File: config.mk
export PLATFORM = sky130hd
export DESIGN_NAME = music_rom_sequencer
export DESIGN_NICKNAME = d
export VERILOG_FILES = /design/src/rtl/music_rom_sequencer.sv
export SDC_FILE = /design/constraint.sdc
export NUM_CORES = 1
export LEC_CHECK = 0
export ABC_AREA = 1
export BUFFER_PORTS_ARGS = -buffer_cell sky130_fd_sc_hd__buf_4
export CORE_MARGIN = 2
export CORE_UTILIZATION = 50
export CTS_BUF_LIST = sky130_fd_sc_hd__clkbuf_8
export DETAILED_ROUTE_END_ITERATION = 10
export PLACE_DENSITY = 0.71
export SETUP_SLACK_MARGIN = 0.05
export SKIP_LAST_GASP = 1
export SYNTH_ARGS = -nofsm -noshare
export SYNTH_HDL_FRONTEND = slang
export SYNTH_SLANG_ARGS = --single-unit
File: constraint.sdc
create_clock -name clk -period 2.95 [get_ports clk]
set_input_delay 0.4425 -clock clk [delete_from_list [all_inputs] [get_ports clk]]
set_output_delay 0.4425 -clock clk [all_outputs]
set_load 0.005 [all_outputs]
File: src/rtl/music_rom_sequencer.sv
// rtl/music_rom_sequencer.sv - ROM-driven note sequencer feeding a tone generator
// Optional feature macro: MUSIC_SEQ_GAP_EN (silent articulation gap between notes)
module music_rom_sequencer #(
  parameter int ADDR_WIDTH = 16,
  parameter int DATA_WIDTH = 12,
  parameter int BEAT_DIV   = 3125000,
  parameter int START_ADDR = 0,
  parameter int GAP_CYCLES = 250000
) (
  input  logic                  clk,
  input  logic                  rst,
  input  logic                  start_i,
  input  logic                  stop_i,
  input  logic                  pause_i,
  input  logic                  loop_i,
  output logic                  rom_en_o,
  output logic [ADDR_WIDTH-1:0] rom_addr_o,
  input  logic [DATA_WIDTH-1:0] rom_data_i,
  output logic [7:0]            note_o,
  output logic                  note_vld_o,
  output logic                  busy_o,
  output logic                  done_o
);

  typedef enum logic [2:0] {
    S_IDLE   = 3'd0,
    S_FETCH  = 3'd1,
    S_DECODE = 3'd2,
    S_PLAY   = 3'd3,
    S_GAP    = 3'd4
  } state_t;

  localparam int                    PW         = $clog2(BEAT_DIV);
  localparam logic [PW-1:0]         PRESC_LAST = PW'(BEAT_DIV - 1);
  localparam logic [ADDR_WIDTH-1:0] START      = ADDR_WIDTH'(START_ADDR);
  localparam logic [ADDR_WIDTH-1:0] LAST_ADDR  = '1;
  localparam logic [DATA_WIDTH-1:0] END_MARK   = DATA_WIDTH'(12'hFFF);

  state_t                  state_q, state_d;
  logic [ADDR_WIDTH-1:0]   ptr_q, ptr_d;
  logic [ADDR_WIDTH-1:0]   rom_addr_q;
  logic [7:0]              note_q, note_d;
  logic                    vld_q, vld_d;
  logic                    done_q, done_d;
  logic [PW-1:0]           presc_q, presc_d;
  logic [4:0]              beats_q, beats_d;
  logic [7:0]              word_pitch;
  logic [3:0]              word_beats;

`ifdef MUSIC_SEQ_GAP_EN
  localparam int            GW       = (GAP_CYCLES > 1) ? $clog2(GAP_CYCLES) : 1;
  localparam logic [GW-1:0] GAP_LAST = GW'(GAP_CYCLES - 1);
  logic [GW-1:0]            gap_q, gap_d;
`endif

  assign word_pitch = rom_data_i[11:4];
  assign word_beats = rom_data_i[3:0];

  assign rom_en_o   = (state_q == S_FETCH);
  assign rom_addr_o = rom_addr_q;
  assign note_o     = note_q;
  assign note_vld_o = vld_q;
  assign busy_o     = (state_q != S_IDLE);
  assign done_o     = done_q;

  // Next-state and output decode; stop_i overrides every state.
  always_comb begin
    state_d = state_q;
    ptr_d   = ptr_q;
    note_d  = note_q;
    vld_d   = vld_q;
    done_d  = 1'b0;
    presc_d = presc_q;
    beats_d = beats_q;
`ifdef MUSIC_SEQ_GAP_EN
    gap_d   = gap_q;
`endif
    if (stop_i) begin
      state_d = S_IDLE;
      note_d  = 8'd0;
      vld_d   = 1'b0;
      presc_d = '0;
      beats_d = 5'd0;
`ifdef MUSIC_SEQ_GAP_EN
      gap_d   = '0;
`endif
    end else begin
      case (state_q)
        S_IDLE: begin
          if (start_i) begin
            state_d = S_FETCH;
            ptr_d   = START;
          end
        end
        S_FETCH: begin
          state_d = S_DECODE;
        end
        S_DECODE: begin
          if (rom_data_i == END_MARK) begin
            if (loop_i) begin
              ptr_d   = START;
              state_d = S_FETCH;
            end else begin
              done_d  = 1'b1;
              state_d = S_IDLE;
              note_d  = 8'd0;
              vld_d   = 1'b0;
            end
          end else begin
            note_d  = word_pitch;
            vld_d   = (word_pitch != 8'd0);
            beats_d = (word_beats == 4'd0) ? 5'd16 : {1'b0, word_beats};
            presc_d = '0;
            state_d = S_PLAY;
          end
        end
        S_PLAY: begin
          if (!pause_i) begin
            if (presc_q == PRESC_LAST) begin
              presc_d = '0;
              beats_d = beats_q - 5'd1;
              if (beats_q == 5'd1) begin
                if (ptr_q == LAST_ADDR) begin
                  // Top of the address space ends the song rather than wrapping.
                  done_d  = 1'b1;
                  state_d = S_IDLE;
                  note_d  = 8'd0;
                  vld_d   = 1'b0;
                end else begin
                  ptr_d = ptr_q + 1'b1;
`ifdef MUSIC_SEQ_GAP_EN
                  state_d = S_GAP;
                  note_d  = 8'd0;
                  vld_d   = 1'b0;
                  gap_d   = '0;
`else
                  state_d = S_FETCH;
`endif
                end
              end
            end else begin
              presc_d = presc_q + 1'b1;
            end
          end
        end
`ifdef MUSIC_SEQ_GAP_EN
        S_GAP: begin
          if (!pause_i) begin
            if (gap_q == GAP_LAST) begin
              gap_d   = '0;
              state_d = S_FETCH;
            end else begin
              gap_d = gap_q + 1'b1;
            end
          end
        end
`endif
        default: begin
          state_d = S_IDLE;
        end
      endcase
    end
  end

  // State, pointer and output registers; the address register mirrors the pointer.
  always_ff @(posedge clk) begin
    if (rst) begin
      state_q    <= S_IDLE;
      ptr_q      <= START;
      rom_addr_q <= START;
      note_q     <= 8'd0;
      vld_q      <= 1'b0;
      done_q     <= 1'b0;
      presc_q    <= '0;
      beats_q    <= 5'd0;
    end else begin
      state_q    <= state_d;
      ptr_q      <= ptr_d;
      rom_addr_q <= ptr_d;
      note_q     <= note_d;
      vld_q      <= vld_d;
      done_q     <= done_d;
      presc_q    <= presc_d;
      beats_q    <= beats_d;
    end
  end

`ifdef MUSIC_SEQ_GAP_EN
  // Silent-gap counter between notes.
  always_ff @(posedge clk) begin
    if (rst) begin
      gap_q <= '0;
    end else begin
      gap_q <= gap_d;
    end
  end
`endif

endmodule

[Yosys cells after proc, flatten, opt, wreduce, memory -nomap -nowiden]
Index checks and enable logic that the tools add are counted.
Word-level totals
  bits in registers: 56
  bits in latches: 0
  RAM bits: 0
  memory bits (read-only): 0
  output and inout port bits: 28
  logic and storage cells: 86
  memories kept: 0
Cells by class
  add/subtract/negate cells: 3
  multiply operators: 0
  divide/modulo/power cells: 0
  $lt $le $gt $ge: 0
  equality and inequality tests: 17
  shift operators: 0
  muxes and demuxes: 46
  bitwise operators: 1
  reductions and logical operators: 12
Operators by type and width (number)
  $mux W16: 7
  $mux W22: 3
  $mux W8: 6
  $pmux W16 S3: 1
  $pmux W22 S2: 1
  $add A22 B1 Y22 const B: 1
  $eq A22 B22 Y1 const B: 1
  $mux W5: 4
  $ne A2 B2 Y1 const B: 9
  $add A16 B1 Y16 const B: 1
  $eq A16 B16 Y1 const B: 1
  $pmux W8 S2: 1
  $mux W3: 5
  $mux W1: 14
  $eq A12 B12 Y1 const B: 1
  $pmux W3 S4: 1
  $pmux W5 S2: 1
  $reduce_and A9 Y1: 1
  $reduce_and A4 Y1: 2
  $reduce_bool A8 Y1: 1
  $eq A3 B2 Y1 const B: 2
  $reduce_and A6 Y1: 1
  $reduce_bool A3 Y1: 2
  $eq A5 B1 Y1 const B: 1
  10 further kinds: 11

[Longest topological paths before layout]
  depth after elaboration: 6
  mapped depth: 12

[Least setup slack after synthesis]
No wires, ideal clock.
  path kind: reg-to-reg
  start point: reg, netlist name rom_addr_o[0]
  end point: reg vld_q, in the netlist note_vld_o
  setup time: 0.113 ns
  arrival: 1.600 ns
  data required time: 2.837 ns
  slack: 1.237 ns
  stages on the path, launching flop included: 12
  path buffers: 1
  path through: dfxtp_1 > ha_1 > nand2_2 > nor2_4 > nand2_4 > o21ai_4 > nand2_2 > nor2_4 > nand2_4 > buf_6 > nor2_1 > nor2_1
RTL lines
  end signal, assigned: line 181  | vld_q <= vld_d;
  end, declared: line 43  | logic vld_q, vld_d;

==> summary.txt <==
Clocking
  – Post-CTS setup buffers: 0
  – Worst-path clk slew: 0.10 ns
  – Clock tree root buffer cell: clkbuf_8
  – Post-CTS sizing: 0
  – Clk sink count: 55
  – CTS Buffer Depth: 2
  – H-tree Lvls: 2
  – CTS tree: done
  – Clock latency on the worst-skew pair: 0.31 ns
  – Hold-fix buffers, CTS: 0
  – Cts bufs inserted: 5

Placed design
  – Detailed placement HPWL: 5810 µm
  – DP Area: 3780 µm²
  – Dpl ws: 0.774 ns
  – Port Buffers: 45
  – Routability cong.: 0.849

STA
  – Slew HR: 67.7%
  – RSZ-0062 raised after global routing: no
  – Final hold slack: 0.416 ns
  – Fin crit period: 2.21 ns
  – FMAX: 452 MHz
  – Actual slew at the worst max-slew pin: 0.484 ns
  – Worst Skew: 0.00704 ns
  – Fin. Hold Viols: 0
  – Count of pins over their slew limit: 0
  – Final setup viols: 0
  – Fin crit share: 75.0%
  – Setup_tns: 0 ns
  – Post-layout worst setup margin: 0.737 ns

Power
  – PD cells: 346 nW/µm²
  – Reg power frac: 57.0%
  – Clock power frac: 32.0%
  – Leak Pwr: 1.55 nW
  – Sw Share: 25.6%
  – Int Power: 0.000996 W
  – Psw: 0.000342 W
  – Max VDD drop: 192 µV
  – Combinational share of power: 11.0%

Worst setup path
  – WP data arrival: 2.46 ns
  – Worst Path Max Fanout: 19
  – CP Class: register to register
  – Reg2Reg Setup Slack: 0.74 ns
  – Crit path launch type: register
  – Critical Path End Type: register
  – Data required, critical path: 3.19 ns

Routing
  – Wire per inst: 11.7 µm
  – Residual DRC: 0
  – Via Count: 3417
  – 1st-pass router iterations: 4
  – Antenna-violating nets left: 0
  – Vias/cell: 5.12
  – Starting DRT DRC Count: 138
  – Total Wirelength: 7820 µm

Die
  – Chip Height: 86.6 µm
  – Num rows: 30
  – Die area: 7500 µm²
  – Width of the die: 86.6 µm
  – Starting Density: 51.1%
  – Ports: 46
  – Core ar.: 6680 µm²

Yosys
  – Mean Syn Cell Area: 6.24 µm²
  – Post-synth top area share: 32.3%
  – Syn Inst Count: 547
  – Flip-flop and latch count after synthesis: 55
  – Synth cell types: 34
  – Ys Warns: 0
  – Area leader, netlist: dfxtp_1
  – Sequential fraction of the synthesis area: 32.3%
  – Mapped cell area: 3410 µm²
  – Area contributors post-synth: dfxtp_1, nand2_1, nor2_1
  – Syn_nets: 569

Cells and area
  – Layout fillers: 704
  – Final Cell Area: 3870 µm²
  – Ratio of cells with drive above 1 in the final layout: 13.4%
  – Area grow syn2layout: 13.4%
  – Commonest non-fill, non-tap cells in the layout: nand2_1, nor2_1, inv_1, dfxtp_1, buf_4
  – Number of diodes: 0
  – # nets final: 610
  – Final core occ: 57.9%
  – Commonest non-fill, non-tap cell in the layout: nand2_1

Global route
  – GRT overflow: 0
  – Vias in the first global route: 3098
  – First-pass GRT wire length: 13500 µm
  – Initial antenna violation count: 0
  – Gr usage total: 21.9%
  – Largest net degree at the start of global routing: 22

Flow run
  – MaxCap Viol Count: 0

Hold path
  – Hold Path Class: input pin to register

Outcome
  – Status: complete, no violations
==> worst paths after layout <==
kind              cells after the start             to          start
hold / removal                        2  rom_addr_o[0]            rst
hold reg to reg                       2      note_o[5]      note_o[5]
setup reg to reg                      9  rom_addr_o[9]  rom_addr_o[0]
setup / recovery                      9  rom_addr_o[9]  rom_addr_o[0]
==> layout make-up <==
cell class	instances	area (µm²)	share of cell area, %
clock inverter	1	5.00	0.129
timing repair buffer	49	368	9.51
clock buffer	6	82.6	2.13
tap	80	100	2.59
multi-input combinational	415	1980	51.2
sequential	55	1100	28.5
inverter	62	233	6.02
==> critical path, cell delays in order (launching register included) <==
cell,delay [ns]
dfxtp_1,0.47
ha_1,0.23
nand2_2,0.10
nor2_4,0.17
nand3_1,0.12
nor2_1,0.17
nand2_1,0.33
nand3_4,0.35
nand2_1,0.08
a21oi_1,0.14
==> kinds of logic after synthesis <==
kind of cell,after synthesis,synth area share [%]
AND/OR/NAND/NOR,353,46.1
buffers and inverters,77,9.72
flip-flops,55,32.3
AO/OA/AOI/OAI,45,7.11
XOR/XNOR,13,3.34
adder cells (fa/ha/maj),4,1.47
==> power by group through the flow <==
stage                     clock [W]  sequential (W)  combinational, W
final                      0.000429        0.000762          0.000148
after detailed placement          0        0.000779          0.000148
after global placement            0        0.000779          0.000146
after global routing       0.000481        0.000765          0.000169
after CTS                  0.000444        0.000762          0.000148
after floorplan                   0        0.000778         0.0000964
==> sequential cells by signal, summed over array words and instances, names as in the netlist <==
| name | cells |
|---|---|
| presc_q | 22 |
| rom_addr_o | 16 |
| state_q | 2 |
| done_o | 1 |
| beats_q | 5 |
| note_o | 8 |
| note_vld_o | 1 |
==> synth_stat cells (all sizes together) <==
| library cell | instances |
|---|---|
| nor4 | 3 |
| ha | 4 |
| inv | 62 |
| xor2 | 9 |
| and3 | 1 |
| o22ai | 1 |
| nor3 | 18 |
| nand2 | 147 |
| or2 | 4 |
| nand3b | 1 |
| dfxtp | 55 |
| buf | 11 |
| nor3b | 4 |
| o21a | 1 |
| o21ai | 11 |
| nand4 | 21 |
| nor2 | 117 |
| nand3 | 37 |
| clkbuf | 4 |
| a21oi | 31 |
| o21bai | 1 |
| xnor2 | 4 |
==> per-layer routing <==
| metal | vias to the layer above | global-route usage (%) | routed length (µm) |
|---|---|---|---|
| li1 | 1818 | - | - |
| met1 | 1532 | 28.9 | 3820 |
| met2 | 63 | 36.7 | 3640 |
| met3 | 4 | 4.29 | 315 |
| met4 | 0 | 5.82 | 44 |
| met5 | - | 0 | 0 |
==> per-stage QoR <==
step / std cells / power (W)
3_3_place_gp: 661 / 0.000925
6_report: 668 / 0.00134
3_5_place_dp: 661 / 0.000927
5_1_grt: 668 / 0.00141
2_1_floorplan: 547 / 0.000875
4_1_cts: 668 / 0.00135
(Power assumes the default switching activity.)
